<file path="src/rtl/si_dac_pkg.sv">
// Shared constants, FSM encoding and parity helper for the multi-channel serial DAC loader.
// Optional per-channel even parity is enabled by defining SI_DAC_PARITY_EN.
package si_dac_pkg;

  localparam int DEF_WIDTH    = 12;
  localparam int DEF_CHANNELS = 4;

  // Widest channel word: 16 data bits plus one parity bit.
  localparam int PAR_W = 17;

  typedef enum logic {
    ST_EMPTY = 1'b0,
    ST_FULL  = 1'b1
  } dac_state_e;

  // Zero extension does not change parity, so narrower words are passed widened.
  function automatic logic even_par_ok(input logic [PAR_W-1:0] word);
    return ~(^word);
  endfunction

endpackage

</file>
<file path="src/rtl/si_dac_deser.sv">
// Serial-in deserializer: bit/channel counters and per-channel staging shift registers.
// With SI_DAC_PARITY_EN each channel word carries a trailing even-parity bit.
module si_dac_deser
  import si_dac_pkg::*;
#(
  parameter int WIDTH    = DEF_WIDTH,
  parameter int CHANNELS = DEF_CHANNELS
) (
  input  logic                      clk,
  input  logic                      rst,
  input  logic                      SI,
  input  logic                      SI_en,
  output logic                      frame_done,
  output logic [CHANNELS*WIDTH-1:0] frame_data,
  output logic                      frame_perr
);

`ifdef SI_DAC_PARITY_EN
  localparam int WLEN = WIDTH + 1;
`else
  localparam int WLEN = WIDTH;
`endif
  localparam int BW = $clog2(WLEN);
  localparam int CW = (CHANNELS > 1) ? $clog2(CHANNELS) : 1;
  localparam logic [BW-1:0] BIT_LAST = BW'(WLEN - 1);
  localparam logic [CW-1:0] CH_LAST  = CW'(CHANNELS - 1);

  logic [BW-1:0]                  bit_cnt_r;
  logic [CW-1:0]                  ch_cnt_r;
  logic [CHANNELS-1:0][WLEN-1:0]  stage_r;
  logic [CHANNELS-1:0][WLEN-1:0]  stage_nxt_s;

  // Next staging contents, including the bit being captured this cycle.
  always_comb begin
    stage_nxt_s = stage_r;
    if (SI_en) begin
      stage_nxt_s[ch_cnt_r] = {stage_r[ch_cnt_r][WLEN-2:0], SI};
    end else begin
      stage_nxt_s = stage_r;
    end
  end

  assign frame_done = SI_en && (bit_cnt_r == BIT_LAST) && (ch_cnt_r == CH_LAST);

  // Frame view handed to the top on the completing edge, plus parity verdict.
  always_comb begin
    frame_data = '0;
    frame_perr = 1'b0;
    for (int k = 0; k < CHANNELS; k++) begin
      frame_data[k*WIDTH +: WIDTH] = stage_nxt_s[k][WLEN-1 -: WIDTH];
`ifdef SI_DAC_PARITY_EN
      if (!even_par_ok(PAR_W'(stage_nxt_s[k]))) begin
        frame_perr = 1'b1;
      end else begin
        frame_perr = frame_perr;
      end
`endif
    end
  end

  // Counters and staging advance only on enabled cycles; a pause holds everything.
  always_ff @(posedge clk) begin
    if (rst) begin
      bit_cnt_r <= '0;
      ch_cnt_r  <= '0;
      stage_r   <= '0;
    end else if (SI_en) begin
      stage_r <= stage_nxt_s;
      if (bit_cnt_r == BIT_LAST) begin
        bit_cnt_r <= '0;
        if (ch_cnt_r == CH_LAST) begin
          ch_cnt_r <= '0;
        end else begin
          ch_cnt_r <= ch_cnt_r + CW'(1);
        end
      end else begin
        bit_cnt_r <= bit_cnt_r + BW'(1);
      end
    end
  end

endmodule

</file>
<file path="src/rtl/si_dac_multi.sv">
// Multi-channel serial DAC loader: holds a deserialized frame and applies it on a soc rising edge.
// Define SI_DAC_PARITY_EN to enable per-channel even parity with whole-frame rejection.
module si_dac_multi
  import si_dac_pkg::*;
#(
  parameter int WIDTH    = DEF_WIDTH,
  parameter int CHANNELS = DEF_CHANNELS
) (
  input  logic                      clk,
  input  logic                      rst,
  input  logic                      SI,
  input  logic                      SI_en,
  input  logic                      soc,
  output logic [CHANNELS*WIDTH-1:0] dac_code,
  output logic                      frame_ready,
  output logic                      load_done,
  output logic                      overrun,
  output logic                      parity_err
);

  localparam int FW = CHANNELS * WIDTH;

  logic           frame_done_s;
  logic           frame_perr_s;
  logic [FW-1:0]  frame_data_s;
  logic           soc_rise_s;
  logic           good_frame_s;

  logic [FW-1:0]  hold_r;
  logic [FW-1:0]  dac_code_r;
  dac_state_e     state_r;
  logic           frame_ready_r;
  logic           load_done_r;
  logic           overrun_r;
  logic           soc_d_r;

  si_dac_deser #(
    .WIDTH    (WIDTH),
    .CHANNELS (CHANNELS)
  ) u_deser (
    .clk        (clk),
    .rst        (rst),
    .SI         (SI),
    .SI_en      (SI_en),
    .frame_done (frame_done_s),
    .frame_data (frame_data_s),
    .frame_perr (frame_perr_s)
  );

  assign soc_rise_s   = soc & ~soc_d_r;
  assign good_frame_s = frame_done_s & ~frame_perr_s;

  // EMPTY/FULL hold FSM with soc edge detection and output flags.
  always_ff @(posedge clk) begin
    if (rst) begin
      hold_r        <= '0;
      dac_code_r    <= '0;
      state_r       <= ST_EMPTY;
      frame_ready_r <= 1'b0;
      load_done_r   <= 1'b0;
      overrun_r     <= 1'b0;
      soc_d_r       <= 1'b1;
    end else begin
      soc_d_r     <= soc;
      load_done_r <= 1'b0;
      if (good_frame_s && soc_rise_s) begin
        // Completing frame bypasses hold and goes straight to the DAC.
        dac_code_r    <= frame_data_s;
        load_done_r   <= 1'b1;
        state_r       <= ST_EMPTY;
        frame_ready_r <= 1'b0;
      end else begin
        case (state_r)
          ST_EMPTY: begin
            if (good_frame_s) begin
              hold_r        <= frame_data_s;
              state_r       <= ST_FULL;
              frame_ready_r <= 1'b1;
            end
          end
          ST_FULL: begin
            if (good_frame_s) begin
              hold_r    <= frame_data_s;
              overrun_r <= 1'b1;
            end else if (soc_rise_s) begin
              dac_code_r    <= hold_r;
              load_done_r   <= 1'b1;
              state_r       <= ST_EMPTY;
              frame_ready_r <= 1'b0;
            end
          end
          default: begin
            state_r       <= ST_EMPTY;
            frame_ready_r <= 1'b0;
          end
        endcase
      end
    end
  end

`ifdef SI_DAC_PARITY_EN
  logic parity_err_r;

  // Rejected-frame pulse, one cycle after the completing edge.
  always_ff @(posedge clk) begin
    if (rst) begin
      parity_err_r <= 1'b0;
    end else begin
      parity_err_r <= frame_done_s & frame_perr_s;
    end
  end

  assign parity_err = parity_err_r;
`else
  assign parity_err = 1'b0;
`endif

  assign dac_code    = dac_code_r;
  assign frame_ready = frame_ready_r;
  assign load_done   = load_done_r;
  assign overrun     = overrun_r;

endmodule

</file>
<file path="config.mk">
export PLATFORM = sky130hd
export DESIGN_NAME = si_dac_multi
export DESIGN_NICKNAME = d
export VERILOG_FILES = /design/src/rtl/si_dac_pkg.sv /design/src/rtl/si_dac_deser.sv /design/src/rtl/si_dac_multi.sv
export SDC_FILE = /design/constraint.sdc
export NUM_CORES = 1
export LEC_CHECK = 0
export ABC_CLOCK_PERIOD_IN_PS = 2000
export BUFFER_PORTS_ARGS = -buffer_cell sky130_fd_sc_hd__buf_2
export CAP_MARGIN = 40
export CORE_ASPECT_RATIO = 0.9
export CORE_MARGIN = 5
export CORE_UTILIZATION = 40
export CTS_BUF_LIST = sky130_fd_sc_hd__clkbuf_8
export DETAILED_ROUTE_END_ITERATION = 10
export GPL_ROUTABILITY_DRIVEN = 0
export GPL_TIMING_DRIVEN = 1
export SLEW_MARGIN = 20
export SYNTH_ARGS = -nofsm -noshare
export SYNTH_HDL_FRONTEND = slang
export SYNTH_SLANG_ARGS = --single-unit
</file>
<file path="constraint.sdc">
create_clock -name clk -period 2 [get_ports clk]
set_clock_uncertainty 0.1 [all_clocks]
set_input_delay 0.1 -clock clk [delete_from_list [all_inputs] [get_ports clk]]
set_output_delay 0.1 -clock clk [all_outputs]
set_load 0.05 [all_outputs]
</file>
=== Word level (Yosys, flattened, before mapping) ===
Index checks and enable logic that the tools add are counted.

* Output and inout port bits: 52
* Bits in registers: 155
* Logic and storage cells: 64

* Order comparisons: 2
* Reduce and logical (&&, ||, !) cells: 12
* Bitwise gates (word level): 4
* Add/subtract/negate cells: 2
* Eq/ne operators: 6
* Mux-type cells: 25

{| class="wikitable"
|+ Operators with widths
! cell !! number
|-
| $mux W48 || 6
|-
| $bwmux W48 || 1
|-
| $bmux W12 S2 || 1
|-
| $demux W12 S2 || 1
|-
| $mux W12 || 1
|-
| $mux W11 || 1
|-
| $mux W1 || 10
|-
| $reduce_and A3 Y1 || 3
|-
| $ne A2 B2 Y1 const B || 3
|-
| $add A4 B1 Y4 const B || 1
|-
| $eq A4 B4 Y1 const B || 1
|-
| $logic_and A1 B1 Y1 || 4
|-
| $mux W4 || 1
|-
| $pmux W1 S2 || 2
|-
| $reduce_and A2 Y1 || 2
|-
| $reduce_bool A2 Y1 || 2
|-
| $lt A2 B3 Y1 const B || 1
|-
| $not A1 Y1 || 3
|-
| $add A2 B1 Y2 const B || 1
|-
| $eq A2 B2 Y1 const B || 1
|-
| $ge A2 B1 Y1 const B || 1
|-
| $mux W2 || 1
|-
| $ne A2 B1 Y1 const B || 1
|-
| $reduce_or A2 Y1 || 1
|-
| $and A1 B1 Y1 || 1
|}

=== Longest topological paths before layout ===
* Word-level depth: 7
* Depth in mapped cells: 8
* Depth with buffers taken out: 6

=== Cells and area by module ===
Synthesis repeated with hierarchy kept, for this count alone.

* Cells, all modules: 609
* Area total of the unflattened synthesis: 6507.5 µm²

{| class="wikitable"
|+ Modules (own cells, without submodules)
! module !! times used !! cells each !! area an instance (µm²)
|-
| si_dac_multi || 1 || 402 || 4040.1
|-
| si_dac_deser || 1 || 207 || 2467.4
|}

=== Worst setup path before layout ===
No wires, ideal clock.

* Path kind: reg2reg
* From: register u_deser.ch_cnt_r[1]
* To: register dac_code_r[14], in the netlist dac_code[14]
* Library setup time: 0.122 ns
* Clock period less this slack: 2.121 ns
* Stages on the path, launching flop included: 9
* Path slack: -0.121 ns
* Arrival: 1.899 ns
* Buffers on the path: 2
* Cells stage by stage: dfxtp_1 > buf_1 > inv_1 > ha_1 > nand2_1 > buf_4 > mux2i_1 > nor2_1 > a221o_1

* Cells in the longest elaborated chain, start to end: 7
* Elaborated cells between the ends (all ways): 17

{| class="wikitable"
|+ RTL lines
! item !! RTL line !! source
|-
| start: declaration || si_dac_deser.sv:29 || <nowiki>logic [CW-1:0] ch_cnt_r;</nowiki>
|-
| start signal: assignment || si_dac_deser.sv:74 || <nowiki>ch_cnt_r <= ch_cnt_r + CW'(1);</nowiki>
|-
| $lt A2 B3 Y1 (implied by the code) / $ge A2 B1 Y1 (equally long branches) || si_dac_deser.sv:37 || <nowiki>stage_nxt_s[ch_cnt_r] = {stage_r[ch_cnt_r][WLEN-2:0], SI};</nowiki>
|-
| $logic_and A1 B1 Y1 (implied by the code) || si_dac_deser.sv:37 ||
|-
| $mux W12 (implied by the code) || si_dac_deser.sv:37 ||
|-
| $demux W12 S2 || - ||
|-
| $bwmux W48 || si_dac_deser.sv:37 ||
|-
| $mux W48 || si_dac_deser.sv:36 || <nowiki>if (SI_en) begin</nowiki>
|-
| $mux W48 || si_dac_multi.sv:66 || <nowiki>if (good_frame_s && soc_rise_s) begin</nowiki>
|-
| end signal: assignment || si_dac_multi.sv:68 || <nowiki>dac_code_r <= frame_data_s;</nowiki>
|-
| end signal: assignment || si_dac_multi.sv:86 || <nowiki>dac_code_r <= hold_r;</nowiki>
|-
| end: declaration || si_dac_multi.sv:30 || <nowiki>logic [FW-1:0] dac_code_r;</nowiki>
|}

Several ways; a longest one is shown, not always the timed one. The select of a mux whose other input is x is not followed.
A chain may end at the register's enable or synchronous reset.

=== Worst setup path in the final report ===
* From: register u_deser.ch_cnt_r[0]
* To: register dac_code_r[15], in the netlist dac_code[15]

Same word-level chain as after synthesis.

==> reports/metrics.csv <==
metric,value,unit
status,"finished, final reports clean",
antenna-violating nets left,0,
CP Cell Sequence,buf_12 > mux4_2 > mux2i_1 > buf_4 > nor2_2 > a221o_1,
"Seq/Total Area, Yosys",0.532,
worst flop-to-flop path endpoint,dac_code[15],
CP Max Fanout,7,
Clk pwr share,0.414,
top cell type's share of synthesized area,0.532,
multi-input logic area,2550,um^2
setup slack at placement,-9.04,ps
core box area,14200,um^2
final WL,15.2,mm
XOR/XNOR share of the synthesized area,0.00300,
flop2flop setup slack,40,ps
Final nets,654,
Final Worst Setup Slack,43.9,ps
CP required,2250,ps
Post-Syn Area per Cell,10.6,um^2
main combinational cell family by area after synthesis,compound AO/OA/AOI/OAI gates,
worst vdd ir,0.000464,V
Sequential Area,3110,um^2
cell taking the most area after synthesis,dfxtp_1,
final setup fails,0,
Synth-to-Final Area Change,23.8,%
final hold vios,0,
Synth Area in Adders,0.0107,
Synth Net Count,562,
sw frac,0.229,
Compound-Gate Fraction of Synth Area,0.153,
Worst-Skew Late Latency,450,ps
"post-synthesis share of cell area spent on and, or, nand and nor gates",0.122,
GR peak layer,met2,
Finished Layout Cells,850,
fmax,511,MHz
All-Layer GR Usage,0.186,
I/O Buffers,55,
M2 GR Usage,0.276,
sequential share of power,0.560,
Filler Cells Inserted,1327,
Post-route DRC,0,
Longest Clk Path Bufs,2,
type of the worst min-delay path,input pin to flip-flop,
mux contribution to synthesized area,0.130,
Antenna Cells,0,
met1 usage,0.255,
net switching power,1.27,mW
CTS tree,yes,
M3 GR Usage,0.0549,
"slowest stage cell, crit path",mux4_2,
Pint,4.26,mW
final max-slew violation count,0,
RSZ-0062 raised after global routing,true,
WHS Path Cells,3,
cell count after synthesis,552,
"Clk pin slew, worst setup/hold paths",80,ps
via count of the first global-routing pass,4590,
"top cells by area, synth","dfxtp_1 53%, nor2_1 9.5%, mux2i_1 8.4%",
Worst R2R Path Depth,6,
WP buf/inv,2,
Max Cap Viol,0,
htree depth,4,
Worst Setup Start Kind,flip-flop,
worst r2r src,u_deser.ch_cnt_r[0],
post-layout min period,1960,ps
library cells used by synthesis,35,
crit path kind,flip-flop to flip-flop,
First-pass DRT Iterations,4,
post-DP HPWL,9.88,mm
I/O pins,57,
Synth warnings,0,
worst hold path endpoint,soc_d_r,
Die Span Y,125,um
CTS sink cnt,155,
leak pwr,2.96,nW
Worst setup EP type,flip-flop,
Die X-Extent,137,um
Top delay family on crit path,multiplexers,
DR WL/cell,17.9,um
initial antenna violation count,0,
Tcrit/Tclk final,0.978,
row cnt,41,
area of the die,17100,um^2
starting density of the core,0.412,
PwrDens,765,nW/um^2
synthesized cell area,5830,um^2
CP Data Arrival Time,2200,ps
share of power burned in combinational logic,0.025,
global-route wire length before repair,24.8,mm
root buf cell,clkbuf_8,
critical path depth,6,
largest net degree at the start of global routing,109,
Vias per Instance,5.27,
detailed-route via count,4481,
CTS buffer count,17,
share of cells above drive strength 1,0.277,
grt total ovfl,0,
Worst path max stage delay,580,ps
initial drt markers,296,
Placed Instances,812,
hold path startpoint,soc,
Seq cells post-synth,155,
-- cell families (layout without fill, tap and decap cells) --
kind of cell / Yosys count / in the layout
other: 1 / 1
flip-flops: 155 / 155
AND/OR/NAND/NOR: 172 / 172
XOR/XNOR: 2 / 2
buffers and inverters: 50 / 155
multiplexers: 62 / 62
adder cells (fa/ha/maj): 5 / 5
AO/OA/AOI/OAI: 105 / 105
-- cells in the mapped netlist --
library cell / instances
o21ai_4: 1
nand2_2: 1
a21oi_1: 7
or2_2: 1
buf_6: 7
nand3_1: 1
nor2_1: 148
nand4b_4: 1
nor3_2: 1
conb_1: 1
buf_1: 3
nor3b_1: 2
dfxtp_1: 155
buf_2: 17
nor2b_1: 1
mux2_1: 2
nor3_1: 3
xor2_1: 1
ha_1: 5
mux4_2: 11
mux2i_1: 49
o21a_1: 1
nand2_1: 8
and3_1: 1
nand3_2: 1
clkbuf_1: 14
nand4_1: 1
and2_1: 1
a211oi_1: 50
a221o_1: 46
inv_1: 3
buf_4: 5
inv_2: 1
and4b_1: 1
xnor2_1: 1
-- per-layer routing --
metal / up-vias / wire, um
met5: - / 0
met4: 0 / 201
met3: 12 / 937
met2: 116 / 6950
met1: 2174 / 7160
li1: 2179 / -
-- worst reg2reg max path, cell delays in order, from the launching register on --
cell and delay (ps):
dfxtp_4 400, buf_12 140, mux4_2 590, mux2i_1 170
buf_4 170, nor2_2 40, a221o_1 250
-- per-stage QoR --
stage | cell area (um^2) | hold WS (ps) | power [mW] | utilization | TNS, ps
6_report | 7220 | 296 | 5.53 | 0.510 | 0
4_1_cts | 7120 | 257 | 5.59 | 0.503 | 0
3_3_place_gp | 6690 | 209 | 3.30 | 0.473 | 0
5_1_grt | 7220 | 277 | 5.75 | 0.510 | -72.6
3_5_place_dp | 6690 | 219 | 3.30 | 0.473 | -22.7
2_1_floorplan | 5840 | 107 | 3.25 | - | 0
-- cell usage in the layout, fill, tap and decap left out, drive strengths merged, types with 4 or more instances in the layout --
cell type and count:
a221o 46, dlygate4sd3 4, inv 7, a211oi 50
ha 5, a21oi 7, nor2 148, nand2 9
buf 115, clkbuf 18, mux2i 49, mux4 11
clkinv 7, dfxtp 155, nor3 4
-- registers in the layout, summed over array words and instances, names as in the netlist --
register and cells:
state_r 1, overrun 1, soc_d_r 1, u_deser.bit_cnt_r 4, frame_ready 1, hold_r 48, load_done 1, u_deser.stage_r 48
u_deser.ch_cnt_r 2, dac_code 48
-- power by group through the flow --
stage          Sequential (mW)  Combinational (mW)  Clock [mW]
2_1_floorplan             3.17              0.0872           0
3_3_place_gp              3.17               0.128           0
3_5_place_dp              3.17               0.129           0
4_1_cts                   3.10               0.136        2.35
5_1_grt                   3.10               0.151        2.50
6_report                  3.10               0.139        2.29
-- layout make-up --
class                   count  area share
clock buffers              18      0.0343
clock inverters            14      0.0184
inverters                   4     0.00208
multi-input cells         347       0.354
flip-flops and latches    155       0.430
well taps                 193      0.0334
repair buffers            119       0.128
-- worst max path at each step --
stage,to,from
floorplan,dac_code[14],u_deser.ch_cnt_r[1]
global placement,dac_code[18],u_deser.ch_cnt_r[0]
detailed placement,dac_code[43],u_deser.bit_cnt_r[0]
CTS,dac_code[34],u_deser.bit_cnt_r[0]
global route,dac_code[15],u_deser.ch_cnt_r[0]
finish,dac_code[15],u_deser.ch_cnt_r[0]
-- timing repair --
action                                  in CTS  in global routing
gates cloned                                 0                  0
endpoints found under the setup margin      27                 64
hold buffers                                 4                  0
pin swaps                                    0                  0
setup buffers                                0                  2
hold endpoints to repair                     7                  0
gates resized for setup                      2                 21
(Power assumes the default switching activity.)
